`config.mk`:
```
export PLATFORM = sky130hd
export DESIGN_NAME = mandel_pixel_scheduler
export DESIGN_NICKNAME = d
export VERILOG_FILES = /design/src/rtl/mandel_pixel_scheduler.sv
export SDC_FILE = /design/constraint.sdc
export NUM_CORES = 2
export LEC_CHECK = 0
export BUFFER_PORTS_ARGS = -buffer_cell sky130_fd_sc_hd__buf_2
export CAP_MARGIN = 20
export CORE_MARGIN = 2
export CORE_UTILIZATION = 55
export DETAILED_ROUTE_END_ITERATION = 6
export PLACE_DENSITY = 0.87
export SETUP_SLACK_MARGIN = 0.15
export SLEW_MARGIN = 20
export SYNTH_ARGS = -nofsm -noshare
export SYNTH_HDL_FRONTEND = slang
export SYNTH_SLANG_ARGS = --single-unit
```
`constraint.sdc`:
```
create_clock -name sysclk -period 20.3 [get_ports sysclk]
set_input_delay 1.015 -clock sysclk [delete_from_list [all_inputs] [get_ports sysclk]]
set_output_delay 1.015 -clock sysclk [all_outputs]
set_load 0.01 [all_outputs]
```
`src/rtl/mandel_pixel_scheduler.sv`:
```
// Mandelbrot frame scheduler: walks a frame in raster order, hands each
// pixel's c to the lowest free depth engine, and merges finished depths
// into a tagged valid/ready stream (completion order, round-robin).
// Optional build macro SCHED_PERF_EN adds a frame_cycles output holding the
// busy-cycle count of the last completed frame.

// One engine slot: FREE -> RUN1 -> RUN -> HOLD -> FREE.
// RUN1 is the cycle the start pulse is visible; done is still the stale level
// from the previous run there, so it is ignored.
module mandel_slot #(
  parameter int WORD_LENGTH = 32,
  parameter int X_BITS      = 10,
  parameter int Y_BITS      = 10
) (
  input  logic                   sysclk,
  input  logic                   reset,
  input  logic                   issue_i,
  input  logic [WORD_LENGTH-1:0] re_i,
  input  logic [WORD_LENGTH-1:0] im_i,
  input  logic [X_BITS-1:0]      x_i,
  input  logic [Y_BITS-1:0]      y_i,
  input  logic                   done_i,
  input  logic [9:0]             depth_i,
  input  logic                   accept_i,
  output logic                   free_o,
  output logic                   hold_o,
  output logic                   start_o,
  output logic [WORD_LENGTH-1:0] re_c_o,
  output logic [WORD_LENGTH-1:0] im_c_o,
  output logic [X_BITS-1:0]      x_o,
  output logic [Y_BITS-1:0]      y_o,
  output logic [9:0]             depth_o
);
  localparam logic [1:0] S_FREE = 2'd0;
  localparam logic [1:0] S_RUN1 = 2'd1;
  localparam logic [1:0] S_RUN  = 2'd2;
  localparam logic [1:0] S_HOLD = 2'd3;

  logic [1:0]             state_q, state_d;
  logic                   start_q;
  logic [WORD_LENGTH-1:0] re_q, im_q;
  logic [X_BITS-1:0]      x_q;
  logic [Y_BITS-1:0]      y_q;
  logic [9:0]             depth_q;
  logic                   take;

  assign take = issue_i && (state_q == S_FREE);

  // slot lifecycle next state
  always_comb begin
    state_d = state_q;
    case (state_q)
      S_FREE:  if (issue_i)  state_d = S_RUN1;
      S_RUN1:                state_d = S_RUN;
      S_RUN:   if (done_i)   state_d = S_HOLD;
      S_HOLD:  if (accept_i) state_d = S_FREE;
      default:               state_d = S_FREE;
    endcase
  end

  // slot registers; c and tag only change on a new issue
  always_ff @(posedge sysclk or posedge reset) begin
    if (reset) begin
      state_q <= S_FREE;
      start_q <= 1'b0;
      re_q    <= '0;
      im_q    <= '0;
      x_q     <= '0;
      y_q     <= '0;
      depth_q <= '0;
    end else begin
      state_q <= state_d;
      start_q <= take;
      if (take) begin
        re_q <= re_i;
        im_q <= im_i;
        x_q  <= x_i;
        y_q  <= y_i;
      end
      if ((state_q == S_RUN) && done_i) depth_q <= depth_i;
    end
  end

  assign free_o  = (state_q == S_FREE);
  assign hold_o  = (state_q == S_HOLD);
  assign start_o = start_q;
  assign re_c_o  = re_q;
  assign im_c_o  = im_q;
  assign x_o     = x_q;
  assign y_o     = y_q;
  assign depth_o = depth_q;
endmodule

module mandel_pixel_scheduler #(
  parameter int N_ENGINES   = 4,
  parameter int WORD_LENGTH = 32,
  parameter int FRAC        = 28,
  parameter int X_BITS      = 10,
  parameter int Y_BITS      = 10
) (
  input  logic                             sysclk,
  input  logic                             reset,
  input  logic                             frame_start,
  input  logic [X_BITS-1:0]                frame_width,
  input  logic [Y_BITS-1:0]                frame_height,
  input  logic [WORD_LENGTH-1:0]           re_origin,
  input  logic [WORD_LENGTH-1:0]           im_origin,
  input  logic [WORD_LENGTH-1:0]           step,
  output logic [N_ENGINES-1:0]             eng_start,
  output logic [N_ENGINES*WORD_LENGTH-1:0] eng_re_c,
  output logic [N_ENGINES*WORD_LENGTH-1:0] eng_im_c,
  input  logic [N_ENGINES-1:0]             eng_done,
  input  logic [N_ENGINES*10-1:0]          eng_depth,
  output logic                             pix_valid,
  input  logic                             pix_ready,
  output logic [X_BITS-1:0]                pix_x,
  output logic [Y_BITS-1:0]                pix_y,
  output logic [9:0]                       pix_depth,
  output logic                             busy,
  output logic                             frame_done
`ifdef SCHED_PERF_EN
  ,output logic [31:0]                     frame_cycles
`endif
);
  localparam int SLOT_W = (N_ENGINES > 1) ? $clog2(N_ENGINES) : 1;
  localparam logic [1:0] IDLE     = 2'd0;
  localparam logic [1:0] DISPATCH = 2'd1;
  localparam logic [1:0] DRAIN    = 2'd2;
  localparam logic [X_BITS-1:0] X_ONE = 1;
  localparam logic [Y_BITS-1:0] Y_ONE = 1;

  // frame sequencer state
  logic [1:0]             state_q, state_d;
  logic [X_BITS-1:0]      w_q, w_d, x_q, x_d;
  logic [Y_BITS-1:0]      h_q, h_d, y_q, y_d;
  logic [WORD_LENGTH-1:0] re_org_q, re_org_d, step_q, step_d;
  logic [WORD_LENGTH-1:0] re_acc_q, re_acc_d, im_acc_q, im_acc_d;
  logic                   busy_q, busy_d, fdone_q, fdone_d;

  // per-slot views
  logic [N_ENGINES-1:0]                  free_v, hold_v, start_v, issue_v, accept_v;
  logic [N_ENGINES-1:0][WORD_LENGTH-1:0] re_v, im_v;
  logic [N_ENGINES-1:0][X_BITS-1:0]      tx_v;
  logic [N_ENGINES-1:0][Y_BITS-1:0]      ty_v;
  logic [N_ENGINES-1:0][9:0]             td_v;

  // output stage
  logic              out_valid_q, out_valid_d;
  logic [SLOT_W-1:0] out_slot_q, out_slot_d, ptr_q, ptr_d;
  logic [X_BITS-1:0] out_x_q, out_x_d;
  logic [Y_BITS-1:0] out_y_q, out_y_d;
  logic [9:0]        out_dep_q, out_dep_d;

  logic              issue_any, acc, found, drain_done;
  logic [SLOT_W-1:0] issue_idx, pick, base;
  logic [N_ENGINES-1:0] elig, cur_oh;

  function automatic logic [SLOT_W-1:0] nxt_slot(input logic [SLOT_W-1:0] s);
    if (int'(s) == N_ENGINES - 1) return '0;
    return s + SLOT_W'(1);
  endfunction

  assign acc        = out_valid_q && pix_ready;
  assign drain_done = (state_q == DRAIN) && (&free_v) && !out_valid_q;

  // lowest-index free slot gets the next pixel
  always_comb begin
    issue_any = 1'b0;
    issue_idx = '0;
    for (int k = N_ENGINES - 1; k >= 0; k--) begin
      if (free_v[k]) begin
        issue_any = 1'b1;
        issue_idx = SLOT_W'(k);
      end
    end
    issue_v = '0;
    if (state_q == DISPATCH && issue_any) issue_v[issue_idx] = 1'b1;
  end

  // frame sequencer and coordinate stepping
  always_comb begin
    state_d  = state_q;
    w_d      = w_q;
    h_d      = h_q;
    re_org_d = re_org_q;
    step_d   = step_q;
    x_d      = x_q;
    y_d      = y_q;
    re_acc_d = re_acc_q;
    im_acc_d = im_acc_q;
    busy_d   = busy_q;
    fdone_d  = 1'b0;
    case (state_q)
      IDLE: if (frame_start) begin
        w_d      = frame_width;
        h_d      = frame_height;
        re_org_d = re_origin;
        step_d   = step;
        x_d      = '0;
        y_d      = '0;
        re_acc_d = re_origin;
        im_acc_d = im_origin;
        busy_d   = 1'b1;
        state_d  = (frame_width == '0 || frame_height == '0) ? DRAIN : DISPATCH;
      end
      DISPATCH: if (issue_any) begin
        if (x_q == w_q - X_ONE) begin
          x_d      = '0;
          y_d      = y_q + Y_ONE;
          re_acc_d = re_org_q;
          im_acc_d = im_acc_q - step_q;
          if (y_q == h_q - Y_ONE) state_d = DRAIN;
        end else begin
          x_d      = x_q + X_ONE;
          re_acc_d = re_acc_q + step_q;
        end
      end
      DRAIN: if (drain_done) begin
        fdone_d = 1'b1;
        busy_d  = 1'b0;
        state_d = IDLE;
      end
      default: state_d = IDLE;
    endcase
  end

  // frame sequencer registers
  always_ff @(posedge sysclk or posedge reset) begin
    if (reset) begin
      state_q  <= IDLE;
      w_q      <= '0;
      h_q      <= '0;
      re_org_q <= '0;
      step_q   <= '0;
      x_q      <= '0;
      y_q      <= '0;
      re_acc_q <= '0;
      im_acc_q <= '0;
      busy_q   <= 1'b0;
      fdone_q  <= 1'b0;
    end else begin
      state_q  <= state_d;
      w_q      <= w_d;
      h_q      <= h_d;
      re_org_q <= re_org_d;
      step_q   <= step_d;
      x_q      <= x_d;
      y_q      <= y_d;
      re_acc_q <= re_acc_d;
      im_acc_q <= im_acc_d;
      busy_q   <= busy_d;
      fdone_q  <= fdone_d;
    end
  end

  // engine slots
  for (genvar g = 0; g < N_ENGINES; g++) begin : g_slot
    assign accept_v[g] = acc && (out_slot_q == SLOT_W'(g));
    mandel_slot #(
      .WORD_LENGTH(WORD_LENGTH), .X_BITS(X_BITS), .Y_BITS(Y_BITS)
    ) u_slot (
      .sysclk  (sysclk),
      .reset   (reset),
      .issue_i (issue_v[g]),
      .re_i    (re_acc_q),
      .im_i    (im_acc_q),
      .x_i     (x_q),
      .y_i     (y_q),
      .done_i  (eng_done[g]),
      .depth_i (eng_depth[g*10 +: 10]),
      .accept_i(accept_v[g]),
      .free_o  (free_v[g]),
      .hold_o  (hold_v[g]),
      .start_o (start_v[g]),
      .re_c_o  (re_v[g]),
      .im_c_o  (im_v[g]),
      .x_o     (tx_v[g]),
      .y_o     (ty_v[g]),
      .depth_o (td_v[g])
    );
  end

  // round-robin pick among held results, excluding the one already presented;
  // on acceptance the search starts just past the granted slot
  always_comb begin : arb
    int j;
    j      = 0;
    cur_oh = '0;
    cur_oh[out_slot_q] = out_valid_q;
    elig   = hold_v & ~cur_oh;
    base   = acc ? nxt_slot(out_slot_q) : ptr_q;
    found  = 1'b0;
    pick   = '0;
    for (int k = 0; k < N_ENGINES; k++) begin
      j = int'(base) + k;
      if (j >= N_ENGINES) j = j - N_ENGINES;
      if (!found && elig[j]) begin
        found = 1'b1;
        pick  = SLOT_W'(j);
      end
    end
  end

  // output beat register: only reloads when empty or being accepted
  always_comb begin
    out_valid_d = out_valid_q;
    out_slot_d  = out_slot_q;
    out_x_d     = out_x_q;
    out_y_d     = out_y_q;
    out_dep_d   = out_dep_q;
    ptr_d       = acc ? nxt_slot(out_slot_q) : ptr_q;
    if (!out_valid_q || acc) begin
      out_valid_d = found;
      if (found) begin
        out_slot_d = pick;
        out_x_d    = tx_v[pick];
        out_y_d    = ty_v[pick];
        out_dep_d  = td_v[pick];
      end
    end
  end

  // output stage registers
  always_ff @(posedge sysclk or posedge reset) begin
    if (reset) begin
      out_valid_q <= 1'b0;
      out_slot_q  <= '0;
      out_x_q     <= '0;
      out_y_q     <= '0;
      out_dep_q   <= '0;
      ptr_q       <= '0;
    end else begin
      out_valid_q <= out_valid_d;
      out_slot_q  <= out_slot_d;
      out_x_q     <= out_x_d;
      out_y_q     <= out_y_d;
      out_dep_q   <= out_dep_d;
      ptr_q       <= ptr_d;
    end
  end

`ifdef SCHED_PERF_EN
  logic [31:0] cyc_q, cyc_d, fc_q, fc_d;

  always_comb begin
    cyc_d = cyc_q;
    fc_d  = fc_q;
    if (state_q == IDLE && frame_start) cyc_d = '0;
    else if (busy_q)                    cyc_d = cyc_q + 32'd1;
    // the finishing cycle is itself a busy cycle, so latch the bumped count
    if (drain_done) fc_d = cyc_q + 32'd1;
  end

  // frame cycle counter and latched result
  always_ff @(posedge sysclk or posedge reset) begin
    if (reset) begin
      cyc_q <= '0;
      fc_q  <= '0;
    end else begin
      cyc_q <= cyc_d;
      fc_q  <= fc_d;
    end
  end

  assign frame_cycles = fc_q;
`endif

  assign eng_start  = start_v;
  assign eng_re_c   = re_v;
  assign eng_im_c   = im_v;
  assign pix_valid  = out_valid_q;
  assign pix_x      = out_x_q;
  assign pix_y      = out_y_q;
  assign pix_depth  = out_dep_q;
  assign busy       = busy_q;
  assign frame_done = fdone_q;
endmodule

```
==> impl_metrics.csv <==
group,metric,value,unit
sta,relSlewSlack,27.08,%
finish,fin_nets,3617,
clocking,htreeDepth,2,
sta,tightest_slew,1.094,ns
drt,drt_iter0_drc,2282,
drt,vias,23630,
power,p_switching,2.705,mW
setup_path,worstReg2RegStart,"w_q[2]$_DFFE_PP0P_",
grt,antenna_found_initial,27,
clocking,cts_repair_resize_count,0,
grt,grt_pass1_vias,23350,
power,clock_power_share,18.7,%
power,powerDensity,188.4,nW/µm²
drt,firstDrtPassIters,7,
logic_synthesis,synth_edf_count,0,
floorplanning,die_h,231.1,µm
power,power_frac_comb,48.2,%
floorplanning,rows,83,
logic_synthesis,synth_area_leaders,"dfrtp_1, nand2_1, mux2_2",
clocking,cts_buffers,60,
finish,area_growth,17.54,%
setup_path,crit_chain,"or3_1, or4_1, a21boi_1, o21ai_2, a221o_1, buf_4, a21oi_4, nand4_1, xor2_1, nor2_1",
grt,grtUsageMet2,50.32,%
logic_synthesis,synthCells,2982,
setup_path,cp_max_fo,38,
setup_path,worstSetupPathType,"flop to flop",
setup_path,cp-end-kind,"flop",
grt,grt_pass1_wl,129.5,mm
sta,setup-tns-final,0,ns
power,p_sw_share,43.06,%
clocking,cts_tree,"built",
clocking,cts_setup_buffers,0,
power,seqPwrFrac,33.1,%
clocking,cts-root-buf,"clkbuf_16",
drt,postRouteAntennaNets,0,
clocking,clkSinkCount,595,
finish,fill_cells,3902,
sta,rsz0062_at_grt,"no",
worst_hold_path,hp-start,"g_slot[3].u_slot.re_c_o[22]$_DFFE_PP0P_",
power,max-vdd-ir-drop,0.1189,mV
place,hpwl,56.38,mm
finish,fin_util,65.13,%
clocking,cts.reportedPaths.clkPinSlew,0.06,ns
logic_synthesis,synth_flop_cell,"dfrtp_1",
floorplanning,start_util,55.41,%
floorplanning,core,51200,µm²
finish,register_area,14890,µm²
status,status,"complete, no violations",
sta,min_period,3.880,ns
clocking,cts_buffer_depth,3,
logic_synthesis,syn_avg_cell_area,9.513,µm²
logic_synthesis,yosysMostFrequentCell,"nand2_1",
setup_path,arrival,4.36,ns
grt,grt_max_degree,185,
logic_synthesis,synth_area,28370,µm²
setup_path,cp.required,20.78,ns
job,cap_violations,0,
logic_synthesis,yosysSeqAreaShare,52.49,%
floorplanning,floorplan.die_area,53410,µm²
logic_synthesis,ys_types,74,
sta,setup_viol,0,
power,internal_power,3.577,mW
drt,routed_wl,83.38,mm
logic_synthesis,yosys.area.top_type,"dfrtp_1",
grt,use_met1,39.17,%
setup_path,slowest_delay,0.85,ns
sta,hold_viol_final,0,
grt,grt_use_met3,7.517,%
finish,drive_gt1_share,23.42,%
floorplanning,die_x,231.1,µm
logic_synthesis,synth_fp_nets,3231,
worst_hold_path,hold_class,"flop to flop",
grt,globalRouteTotalUtil,30.94,%
setup_path,cp_slowest_cell,"a21oi_4",
drt,drc_errors,0,
clocking,hold_buffers,0,
sta,slew_viol_final,0,
setup_path,crit_path_start,"w_q[2]$_DFFE_PP0P_",
drt,viasPerCell,5.745,
finish,multi_input_comb_area,12640,µm²
floorplanning,io-pin-count,457,
grt,overflow,0,
sta,fin_crit_sh,19.11,%
sta,finClkSkew,0.02364,ns
place,gp_congestion,0.9190,
logic_synthesis,synthTopCellsByCount,"nand2_1, dfrtp_1, o21ai_0",
logic_synthesis,ys_warn_count,0,
drt,post_drt_wl_per_cell,20.27,µm
power,p_leak,17.29,nW
logic_synthesis,synthArstFlopShare,100.0,%
clocking,clk_latency,0.63,ns
logic_synthesis,synth_top_area_share,52.49,%
logic_synthesis,ys_ff_latch,595,
sta,max_freq,0.2578,GHz
grt,busiest_layer,"met2",
place,io_buffers,456,
setup_path,startpoint_type,"flop",
[power by group through the flow]
stage	combinational (mW)	sequential, mW	clock, mW
detailed placement	2.97	2.08	0
floorplan	2.05	2.06	0
CTS	3.00	2.07	1.19
global route	3.34	2.13	1.24
global placement	2.88	2.06	0
finish	3.03	2.08	1.17
[worst max-delay path: cells and delay by family, from the launching register on]
kind / cells / cell delay (ns)
compound gates: 4 / 1.49
xor+xnor: 1 / 0.24
buf+inv: 1 / 0.28
simple gates: 4 / 1.30
flops: 1 / 0.43
[placed cells by master, fill, tap and decap left out, drive strengths merged, types with 15 or more instances in the layout]
master / instances
a211oi: 20
a21o: 36
a21oi: 100
a31oi: 24
and3: 19
buf: 479
clkbuf: 76
clkinv: 18
dfrtp: 595
diode: 17
ha: 83
inv: 83
mux2: 186
mux2i: 70
nand2: 978
nand2b: 17
nand3: 37
nor2: 115
nor3: 28
nor4: 15
o211ai: 16
o21ai: 189
xnor2: 50
xor2: 24
[area by class of cell]
class	instances	share of cell area, %
clock inverters	34	1.261
repair buffers	479	7.471
flip-flops and latches	595	44.65
clock buffers	76	5.051
inverters	83	0.9606
multi-input cells	2149	37.92
well taps	680	2.552
diodes	17	0.1276
[through the flow]
stage | instances | total power, mW | area (µm²) | hold WS, ns | setup WS (ns)
finish | 4113 | 6.282 | 33340 | 0.4683 | 16.42
detailed placement | 3985 | 5.049 | 31160 | 0.4569 | 16.49
floorplan | 2982 | 4.105 | 28370 | 0.4374 | 2.632
global route | 4107 | 6.702 | 33330 | 0.4811 | 16.18
CTS | 4095 | 6.258 | 33270 | 0.4734 | 16.45
global placement | 3985 | 4.944 | 31160 | 0.4535 | 16.49
[worst paths after layout]
| kind | slack, ns | end | cells after the start |
|---|---|---|---|
| worst max register to register | 16.42 | y_q[4]$_DFFE_PP0P_ | 10 |
| max in group asynchronous | 17.29 | g_slot[3].u_slot.im_c_o[7]$_DFFE_PP0P_ | 4 |
| min in group asynchronous | 0.60 | g_slot[0].u_slot.re_c_o[24]$_DFFE_PP0P_ | 2 |
| worst max-delay path | 16.42 | y_q[4]$_DFFE_PP0P_ | 10 |
| worst min register to register | 0.47 | g_slot[3].u_slot.re_c_o[22]$_DFFE_PP0P_ | 2 |
| worst min-delay path | 0.47 | g_slot[3].u_slot.re_c_o[22]$_DFFE_PP0P_ | 2 |
[routing by layer]
metal / vias up / wire length [µm]
met3: 252 / 7381
li1: 10800 / -
met2: 1043 / 39600
met5: - / 128
met1: 11520 / 32330
met4: 20 / 3937
[cells by family after synthesis]
kind of cell | after synthesis | share of synthesized area (%)
simple gates | 1269 | 18.20
buf+inv | 238 | 3.326
compound gates | 465 | 10.05
fa+ha+maj | 85 | 3.802
xor+xnor | 74 | 2.285
mux | 256 | 9.854
flops | 595 | 52.49
[state kept, by name (all words and copies together), names as in the netlist, 4 cells and up]
name	cells
pix_y	10
g_slot.u_slot.depth_o	40
g_slot.u_slot.x_o	40
re_acc_q	32
h_q	10
pix_x	10
g_slot.u_slot.start_o	4
pix_depth	10
im_acc_q	32
g_slot.u_slot.im_c_o	128
g_slot.u_slot.y_o	40
g_slot.u_slot.re_c_o	128
re_org_q	32
step_q	32
y_q	10
x_q	10
w_q	10
g_slot.u_slot.state_q	8
No activity file was read; power rests on OpenSTA's default activity.
